$ cat config.mk
export PLATFORM = sky130hd
export DESIGN_NAME = frame_sched
export DESIGN_NICKNAME = d
export VERILOG_FILES = /design/src/rtl/frame_sched.sv
export SDC_FILE = /design/constraint.sdc
export NUM_CORES = 1
export LEC_CHECK = 0
export ABC_AREA = 1
export BUFFER_PORTS_ARGS = -buffer_cell sky130_fd_sc_hd__buf_2
export CAP_MARGIN = 25
export CELL_PAD_IN_SITES_DETAIL_PLACEMENT = 1
export CELL_PAD_IN_SITES_GLOBAL_PLACEMENT = 1
export CORE_ASPECT_RATIO = 1.75
export CORE_MARGIN = 2
export CORE_UTILIZATION = 41
export DETAILED_ROUTE_END_ITERATION = 8
export GPL_TIMING_DRIVEN = 0
export MAX_ROUTING_LAYER = met4
export PLACE_DENSITY = 0.85
export SLEW_MARGIN = 40
export SYNTH_ARGS = -nofsm -noshare
export SYNTH_HDL_FRONTEND = slang
export SYNTH_SLANG_ARGS = --single-unit
$ cat constraint.sdc
create_clock -name clk -period 4.41 [get_ports clk]
set_input_delay 1.323 -clock clk [delete_from_list [all_inputs] [get_ports clk]]
set_output_delay 1.323 -clock clk [all_outputs]
set_load 0.01 [all_outputs]
$ cat src/rtl/frame_sched.sv
// -----------------------------------------------------------------------------
// frame_sched
//
// Purpose:
//   Sequences the 10-bit test-pattern frame generator (HEAD, PRBS_LENGTH PRBS
//   words, TAIL). On a start command it pulses the generator's send_enable so
//   that a programmed number of frames goes out, either back-to-back or with a
//   programmed number of idle words between frames. The block tracks frame
//   boundaries itself (the generator gives no feedback) and reports busy,
//   done, a frame-start marker and the count of completed frames. An abort
//   request stops the run cleanly at the next frame boundary.
//
// Ports:
//   clk          in   1      clock
//   rst          in   1      synchronous active-high reset (shared with generator)
//   start        in   1      single-cycle run request, honoured only when idle
//   abort        in   1      single-cycle stop request, honoured at a frame boundary
//   frame_count  in   CNT_W  frames per run, 0 = run until aborted (latched on start)
//   gap_cycles   in   GAP_W  idle words between frames (latched on start)
//   send_enable  out  1      to generator send_enable (combinational)
//   frame_start  out  1      high while the generator is outputting HEAD
//   busy         out  1      a run is in progress
//   done         out  1      one-cycle pulse in the first idle cycle after a run
//   frames_sent  out  CNT_W  completed frames in the current/last run
// -----------------------------------------------------------------------------
module frame_sched #(
    parameter int PRBS_LENGTH = 8,
    parameter int CNT_W       = 16,
    parameter int GAP_W       = 8
) (
    input  logic             clk,
    input  logic             rst,
    input  logic             start,
    input  logic             abort,
    input  logic [CNT_W-1:0] frame_count,
    input  logic [GAP_W-1:0] gap_cycles,
    output logic             send_enable,
    output logic             frame_start,
    output logic             busy,
    output logic             done,
    output logic [CNT_W-1:0] frames_sent
);

    // Frame length in words: HEAD + PRBS words + TAIL.
    localparam int FL    = PRBS_LENGTH + 2;
    localparam int POS_W = (FL > 1) ? $clog2(FL) : 1;
    localparam logic [POS_W-1:0] POS_LAST = POS_W'(FL - 1);

    typedef enum logic [1:0] {
        S_IDLE   = 2'd0,
        S_LAUNCH = 2'd1,
        S_FRAME  = 2'd2,
        S_GAP    = 2'd3
    } state_t;

    state_t             state_q,      state_d;
    logic [POS_W-1:0]   pos_q,        pos_d;
    logic [GAP_W-1:0]   gcnt_q,       gcnt_d;
    logic [CNT_W-1:0]   cnt_cfg_q,    cnt_cfg_d;
    logic [GAP_W-1:0]   gap_cfg_q,    gap_cfg_d;
    logic [CNT_W-1:0]   fsent_q,      fsent_d;
    logic               abort_pend_q, abort_pend_d;
    logic               done_q,       done_d;

    logic               tail;
    logic               below_count;
    logic               more;

    // Compare one bit wider so frames_sent+1 cannot wrap to a small value
    // and falsely allow another frame when frames_sent is all ones.
    assign below_count = ({1'b0, fsent_q} + {{CNT_W{1'b0}}, 1'b1}) < {1'b0, cnt_cfg_q};
    assign tail        = (pos_q == POS_LAST);
    assign more        = ((cnt_cfg_q == '0) || below_count) && !abort_pend_q && !abort;

    // -------------------------------------------------------------------------
    // Next-state and send_enable decode
    // -------------------------------------------------------------------------
    always_comb begin
        state_d      = state_q;
        pos_d        = pos_q;
        gcnt_d       = gcnt_q;
        cnt_cfg_d    = cnt_cfg_q;
        gap_cfg_d    = gap_cfg_q;
        fsent_d      = fsent_q;
        abort_pend_d = abort_pend_q | abort;
        done_d       = 1'b0;
        send_enable  = 1'b0;

        case (state_q)
            S_IDLE: begin
                // An abort arriving while idle must not poison the next run.
                abort_pend_d = 1'b0;
                if (start && !abort) begin
                    state_d   = S_LAUNCH;
                    cnt_cfg_d = frame_count;
                    gap_cfg_d = gap_cycles;
                    fsent_d   = '0;
                end
            end

            S_LAUNCH: begin
                if (abort) begin
                    state_d = S_IDLE;
                    done_d  = 1'b1;
                end else begin
                    send_enable = 1'b1;
                    state_d     = S_FRAME;
                    pos_d       = '0;
                end
            end

            S_FRAME: begin
                if (tail) begin
                    fsent_d = fsent_q + {{(CNT_W-1){1'b0}}, 1'b1};
                    if (more) begin
                        if (gap_cfg_q == '0) begin
                            // Request the next frame now so its HEAD follows
                            // this TAIL with no idle word in between.
                            send_enable = 1'b1;
                            pos_d       = '0;
                        end else begin
                            state_d = S_GAP;
                            gcnt_d  = gap_cfg_q;
                        end
                    end else begin
                        state_d = S_IDLE;
                        done_d  = 1'b1;
                    end
                end else begin
                    pos_d = pos_q + {{(POS_W-1){1'b0}}, 1'b1};
                end
            end

            S_GAP: begin
                if (abort || abort_pend_q) begin
                    state_d = S_IDLE;
                    done_d  = 1'b1;
                end else if (gcnt_q == {{(GAP_W-1){1'b0}}, 1'b1}) begin
                    // The generator answers one cycle later, so requesting in
                    // the last gap cycle yields exactly gap_cycles idle words.
                    send_enable = 1'b1;
                    state_d     = S_FRAME;
                    pos_d       = '0;
                end else begin
                    gcnt_d = gcnt_q - {{(GAP_W-1){1'b0}}, 1'b1};
                end
            end

            default: begin
                state_d = S_IDLE;
            end
        endcase
    end

    // -------------------------------------------------------------------------
    // State registers
    // -------------------------------------------------------------------------
    always_ff @(posedge clk) begin
        if (rst) begin
            state_q      <= S_IDLE;
            pos_q        <= '0;
            gcnt_q       <= '0;
            cnt_cfg_q    <= '0;
            gap_cfg_q    <= '0;
            fsent_q      <= '0;
            abort_pend_q <= 1'b0;
            done_q       <= 1'b0;
        end else begin
            state_q      <= state_d;
            pos_q        <= pos_d;
            gcnt_q       <= gcnt_d;
            cnt_cfg_q    <= cnt_cfg_d;
            gap_cfg_q    <= gap_cfg_d;
            fsent_q      <= fsent_d;
            abort_pend_q <= abort_pend_d;
            done_q       <= done_d;
        end
    end

    assign frame_start = (state_q == S_FRAME) && (pos_q == '0);
    assign busy        = (state_q != S_IDLE);
    assign done        = done_q;
    assign frames_sent = fsent_q;

endmodule

==> results.md, run 1 <==
* R2R setup slack at 1.43 ns
* Final period util at 99.2%
* #FFs+latches synth at 56
* Mean Syn Cell Area at 6.86 µm²
* # nets final at 613
* Reg2reg end: pos_q[3]
* Final setup vio count at 0
* Clock skew at 0.00685 ns
* Cell Pwr Density at 279 nW/µm²
* Number of I/O pins at 48
* Post-synth top area share at 33.4%
* Area Growth Syn to Fin at 23.5%
* Synth cell types at 33
* Routed Antenna Nets at 0
* CP required at 3.09 ns
* GR Util All Layers at 25.1%
* Synthesized instance count at 489
* H-tree depth at 2
* Wirelength per Cell at 16.3 µm
* Yosys Warn Count at 0
* # DRC at 0
* VDD IR max at 0.191 mV
* Crit path max fanout at 4
* Share of layout cells above drive strength 1 at 23.2%
* Endpoint class of the critical path: output pin
* Placeable Area at 7910 µm²
* Total Wirelength at 10,700 µm
* Worst Reg-to-Reg Cells at 25
* Final Core Density at 52.4%
* Top post-synthesis cells by area: dfxtp_1, nand2_1, ha_1, a21oi_1, inv_1
* Commonest cells after routing, fill and taps aside: nand2_1, inv_1, buf_2, nor2_1, dfxtp_1
* Achievable Freq at 229 MHz
* Yosys top cell by area: dfxtp_1
* Placed Area at 3700 µm²
* Post-Syn Nets at 538
* Fill count at 1,050
* Top FF cell, synth: dfxtp_1
* Psw at 0.000320 W
* Combinational power share at 16.1%
* CTS tree: built
* Crit path DAT at 3.05 ns
* Number of buffers added on ports at 47
* Synth Cell Area at 3350 µm²
* Hold Crit Class: reg2reg
* Worst-Margin Slew at 0.567 ns
* Maxcap violations at 0
* Startpoint Class: register
* Storage element area at 1140 µm²
* Number of flops mapped to enable cells by yosys at 0
* CTS Sinks at 56
* Vias in the first global route at 3,703
* Cell Int Power at 0.000835 W
* Switching part of the total at 27.7%
* Slew headroom at 62.2%
* Pre-CTS WS at 0.0438 ns
* CTS Buffer Depth at 2
* Clk network pwr share at 36.8%
* Final Max Slew Viols at 0
* Post-synth ARST share at 0%
* Total CTS buffers at 5
* Hpwl dp at 7740 µm
* Core Rows at 43
* Diodes inserted at 0
* Largest net degree at the start of global routing at 16
* Initial Util at 42.4%
* Final hold vios at 0
* Worst Hold Endpoint: gap_cfg_q[2]
* Most common cell after layout, fill and taps aside: nand2_1
* Starting DRT DRC Count at 100
* Final min period at 4.37 ns
* Die extent in x at 72.4 µm
* Status: finished clean
* Pleak at 1.95 nW
* Vias after detailed routing at 3,481
* Final Instance Area at 4140 µm²
* Multi-input gate area at 2000 µm²
* Clock-pin slew on the worst setup and hold paths at 0.07 ns
* R2R Path Start: frames_sent[1]
* Setup WS post-layout at 0.0350 ns
* Die Height at 124 µm
* Sequential Power Share at 47.1%
* Final RePlAce weighted congestion at 0.898
* DIE AREA at 8950 µm²
* Gr ovfl total at 0
* Global-route wire length before repair at 16,700 µm
* Clk root buf: clkbuf_16
* Initial antenna violation count at 0
* Vias per cell at 5.32
* Hold Path Origin: gap_cfg_q[2]
* Register area share after synthesis at 33.4%
* CP Class: reg2out
* Hold path depth at 2
* Skew-Pair Late Insertion Delay at 0.30 ns
* DRT Pass-1 Iters at 4
power by group through the flow:
stage                     clock network [W]  logic, W  registers [W]
after global placement                    0  0.000167       0.000556
final                              0.000425  0.000186       0.000544
after floorplan                           0  0.000122       0.000554
after CTS                          0.000435  0.000179       0.000544
after global routing               0.000456  0.000212       0.000547
after detailed placement                  0  0.000177       0.000558
repair_timing:
action,4_1_cts,5_1_grt
setup endpoints to repair,1,1
hold buffers,0,0
pin swaps,5,10
resized for setup,14,19
buffers inserted,13,8
how the worst max path moves through the flow:
stage                       end  slack, ns           start  cells past startpoint
CTS                 send_enable       0.01  frames_sent[2]                     21
finish              send_enable       0.04  frames_sent[1]                     21
global placement    send_enable       0.18  frames_sent[0]                     18
detailed placement  send_enable       0.04  frames_sent[0]                     16
global route        send_enable      -0.13  frames_sent[1]                     21
floorplan           send_enable       0.64  frames_sent[3]                     20
flip-flops by register name, summed over array words and instances (netlist names):
register,flops
abort_pend_q,1
cnt_cfg_q,16
done,1
frames_sent,16
gap_cfg_q,8
gcnt_q,8
pos_q,4
state_q,2
final cells by class:
| type | instances | area share (%) |
|---|---|---|
| Multi-Input combinational cell | 348 | 48.4 |
| Sequential cell | 56 | 27.5 |
| Buffer | 16 | 1.84 |
| Inverter | 69 | 6.25 |
| Clock buffer | 7 | 3.69 |
| Tap cell | 90 | 2.72 |
| Timing Repair Buffer | 68 | 9.58 |
worst max-delay path, stage by stage (launching register included):
cell      delay (ns)
dfxtp_4         0.39
nand3_4         0.09
nor3_4          0.16
nand2_2         0.10
nor2_4          0.13
inv_2           0.07
nor3_4          0.23
o21ai_2         0.09
inv_2           0.10
ha_4            0.21
nand2_4         0.05
inv_1           0.03
nand2_1         0.07
nand2_1         0.07
nand2_1         0.08
nand2_1         0.07
nor2_2          0.10
nand2_2         0.08
nand2_4         0.06
nand4_1         0.15
o211ai_1        0.22
buf_2           0.16
stage by stage:
stage	cells	TNS, ns	hold WS [ns]	total power, W
floorplan	489	0	0.442	0.000676
global placement	626	0	0.461	0.000724
detailed placement	626	0	0.475	0.000735
CTS	646	0	0.485	0.00116
global route	654	-0.129	0.500	0.00122
finish	654	0	0.481	0.00115
per-layer routing:
| metal | wire length [µm] | vias to the layer above | track usage, % |
|---|---|---|---|
| met2 | 6200 | 56 | 50.0 |
| met1 | 3790 | 1686 | 22.5 |
| li1 | - | 1714 | - |
| met5 | 0 | - | - |
| met4 | 445 | 0 | 11.9 |
| met3 | 254 | 25 | 3.16 |
cell families (layout without fill, tap and decap cells):
group,after synthesis,in the layout,synth area share (%)
XOR/XNOR,12,12,3.13
AND/OR/NAND/NOR,218,218,30.4
flip-flops,56,56,33.4
buffers and inverters,85,160,10.0
adder cells (fa/ha/maj),21,21,7.83
AO/OA/AOI/OAI,97,97,15.3
cell usage after synthesis, types with 2 or more instances:
cell type / count
nand2_1: 103
inv_1: 65
dfxtp_1: 56
nor2_1: 52
a21oi_1: 51
o21ai_0: 40
ha_1: 21
nand3_1: 18
xor2_1: 11
clkbuf_1: 8
buf_2: 7
nand2_2: 7
nand3_2: 7
nand4_1: 7
nor3_1: 6
nor2_4: 5
nand3b_1: 4
inv_2: 3
and3_1: 2
nor2_2: 2
nor4_1: 2
No activity file was read; power rests on OpenSTA's default activity.
==> run 2: changes to the inputs <==
--- a/config.mk
+++ b/config.mk
@@ -5,14 +5,13 @@
 export SDC_FILE = /design/constraint.sdc
 export NUM_CORES = 1
 export LEC_CHECK = 0
-export ABC_AREA = 1
 export BUFFER_PORTS_ARGS = -buffer_cell sky130_fd_sc_hd__buf_2
 export CAP_MARGIN = 25
 export CELL_PAD_IN_SITES_DETAIL_PLACEMENT = 1
 export CELL_PAD_IN_SITES_GLOBAL_PLACEMENT = 1
 export CORE_ASPECT_RATIO = 1.75
 export CORE_MARGIN = 2
-export CORE_UTILIZATION = 41
+export CORE_UTILIZATION = 42
 export DETAILED_ROUTE_END_ITERATION = 8
 export GPL_TIMING_DRIVEN = 0
 export MAX_ROUTING_LAYER = met4
==> results.md, run 2 <==
* Status: finished clean
* Crit path max fanout at 8 (+4)
* Core Rows at 42 (-2.3%)
* CTS tree: built
* Synth Cell Area at 3300 µm² (-1.7%)
* Clk root buf: clkbuf_16
* CP Class: reg2out
* Share of layout cells above drive strength 1 at 20.0% (-3.2 points)
* Largest net degree at the start of global routing at 17 (+1)
* Die extent in x at 71.0 µm (-1.9%)
* Mean Syn Cell Area at 7.54 µm² (+10%)
* # DRC at 0 (unchanged)
* CP required at 3.09 ns (about the same)
* Maxcap violations at 0 (unchanged)
* Most common cell after layout, fill and taps aside: nand2_1
* CTS Buffer Depth at 2 (unchanged)
* Top post-synthesis cells by area: dfxtp_1, nand2_1, a21oi_1, ha_1, nor2_1
* Starting DRT DRC Count at 137 (+37%)
* Routed Antenna Nets at 0 (unchanged)
* Worst Reg-to-Reg Cells at 12 (-52%)
* Final RePlAce weighted congestion at 0.907 (+1.0%)
* Slew headroom at 41.0% (-21 points)
* Final period util at 99.9% (+0.69 points)
* Endpoint class of the critical path: output pin
* Skew-Pair Late Insertion Delay at 0.30 ns (about the same)
* Die Height at 121 µm (-2.0%)
* Pleak at 1.60 nW (-18%)
* Number of I/O pins at 48 (unchanged)
* DRT Pass-1 Iters at 4 (unchanged)
* Total CTS buffers at 5 (unchanged)
* Crit path DAT at 3.08 ns (+0.03 ns)
* Number of buffers added on ports at 46 (-2.1%)
* CTS Sinks at 56 (unchanged)
* DIE AREA at 8600 µm² (-3.9%)
* Hold Path Origin: cnt_cfg_q[6]
* Final setup vio count at 0 (unchanged)
* Total Wirelength at 10,700 µm (+0.13%)
* # nets final at 543 (-11%)
* Hold Crit Class: reg2reg
* Initial antenna violation count at 0 (unchanged)
* Synth cell types at 55 (+67%)
* Vias in the first global route at 3,682 (-0.57%)
* Hpwl dp at 7940 µm (+2.5%)
* Gr ovfl total at 0 (unchanged)
* Yosys top cell by area: dfxtp_1
* Diodes inserted at 0 (unchanged)
* Area Growth Syn to Fin at 19.8%
* Fill count at 987 (-6.0%)
* Placeable Area at 7570 µm² (-4.3%)
* Final min period at 4.41 ns (+0.0306 ns)
* R2R Path Start: frames_sent[8]
* Yosys Warn Count at 0 (unchanged)
* Final hold vios at 0 (unchanged)
* Top FF cell, synth: dfxtp_1
* Post-synth ARST share at 0% (unchanged)
* Most common cell in the netlist: nand2_1
* Reg2reg end: gcnt_q[6]
* Most frequent cells after synthesis: nand2_1, a21oi_1, dfxtp_1, nor2_1, inv_1
* Post-Syn Nets at 486 (-9.7%)
* Initial Util at 43.6% (+1.2 points)
* Startpoint Class: register
* Vias after detailed routing at 3,452 (-0.83%)
* Wirelength per Cell at 18.4 µm (+13%)
* Hold buffer count at CTS at 0 (unchanged)
* Clock-pin slew on the worst setup and hold paths at 0.07 ns (about the same)
* Achievable Freq at 227 MHz (-0.69%)
* Commonest cells after routing, fill and taps aside: nand2_1, a21oi_1, buf_2, dfxtp_1, nor2_1
* Number of flops mapped to enable cells by yosys at 0 (unchanged)
* Register area share after synthesis at 34.0% (+0.58 points)
* Synthesized instance count at 437 (-11%)
* Clock skew at 0.00566 ns (-0.00119 ns)
* Hold path depth at 2 (unchanged)
* H-tree depth at 2 (unchanged)
* VDD IR max at 0.190 mV (about the same)
* Cell Pwr Density at 268 nW/µm² (-4.0%)
* #FFs+latches synth at 56 (unchanged)
* Hold_ws at 0.480 ns (-0.000868 ns)
* Vias per cell at 5.93 (+11%)
* Final Core Density at 52.2% (-0.15 points)
* Post-synth top area share at 34.0% (+0.58 points)
* Worst-Margin Slew at 0.883 ns (+0.316 ns)
* Final Max Slew Viols at 0 (unchanged)
* Worst Hold Endpoint: cnt_cfg_q[6]
* GR Util All Layers at 26.0% (+0.93 points)
* Global-route wire length before repair at 17,200 µm (+2.6%)
* R2R setup slack at 1.22 ns (-0.21 ns)
==> run 2: changes by cell type after synthesis, moves of 6 or more <==
cell,change
xnor2_1,+8
nor4_1,+6
nand3_2,-7
o21ai_0,-22
nand2_1,-25
clkbuf_1,+8
nand2_2,-7
nor2_1,-23
inv_1,-39
a21oi_1,+7
a211oi_1,+13
==> run 2: worst max-delay path by stage <==
stage	from	to	slack, ns	cells after the start
global placement	frames_sent[2]	send_enable	-0.06	12
floorplan	frames_sent[0]	send_enable	0.46	12
global route	frames_sent[7]	send_enable	-0.07	12
detailed placement	frames_sent[2]	send_enable	-0.15	12
finish	frames_sent[8]	send_enable	0.004	13
CTS	frames_sent[0]	send_enable	0.02	13
==> run 2: through the flow <==
| stage | instances | instance area [µm²] | setup TNS, ns | total power, W | setup WS [ns] |
|---|---|---|---|---|---|
| floorplan | 437 | 3300 | 0 | 0.000618 | 0.456 |
| global placement | 571 | 3640 | -0.0558 | 0.000662 | -0.0558 |
| detailed placement | 571 | 3640 | -0.151 | 0.000666 | -0.151 |
| CTS | 579 | 3850 | 0 | 0.00106 | 0.0195 |
| global route | 582 | 3950 | -0.0675 | 0.00109 | -0.0675 |
| finish | 582 | 3950 | 0 | 0.00106 | 0.00443 |
==> run 2: layout make-up <==
class | instances | area (µm²) | share of cell area (%)
multi-input cells | 334 | 2120 | 53.8
flip-flops and latches | 56 | 1130 | 28.7
repair buffers | 50 | 260 | 6.59
clock buffers | 5 | 125 | 3.17
well taps | 88 | 110 | 2.79
inverters | 26 | 97.6 | 2.47
plain buffers | 21 | 86.3 | 2.18
clock inverters | 2 | 12.5 | 0.317
==> run 2: logic make-up after synthesis <==
| group | share of synthesized area [%] |
|---|---|
| buffers and inverters | 5.58 |
| adder cells (fa/ha/maj) | 7.97 |
| flip-flops | 34.0 |
| AO/OA/AOI/OAI | 21.9 |
| XOR/XNOR | 3.98 |
| AND/OR/NAND/NOR | 26.6 |
==> run 2: worst max-delay path, stage by stage (launching register included) <==
cell and delay, ns:
dfxtp_1 0.33, buf_4 0.16, and4_4 0.24, and3_1 0.21, nand3_1 0.14, xnor2_2 0.19
ha_1 0.19, nor3_1 0.30, o221ai_1 0.25, nor3_1 0.20, o21a_2 0.18, o21ai_0 0.07
o21ai_1 0.17, buf_2 0.15
==> run 2: routing by layer <==
layer	global-route usage (%)	vias to the layer above	wire length [µm]
met5	-	-	0
met4	13.7	0	556
met3	3.57	41	372
met2	48.2	84	5880
met1	25.6	1675	3900
li1	-	1652	-
==> run 2: timing repair <==
action	4_1_cts	5_1_grt
pin swaps	2	6
setup buffers	1	3
setup endpoints to repair	1	1
gates resized for setup	16	19
==> run 2: power by group <==
group	leakage, nW	switching (W)	internal [W]
Combinational	1.07	0.0000875	0.0000471
Clock	0.0657	0.000188	0.000207
Sequential	0.459	0.0000112	0.000517
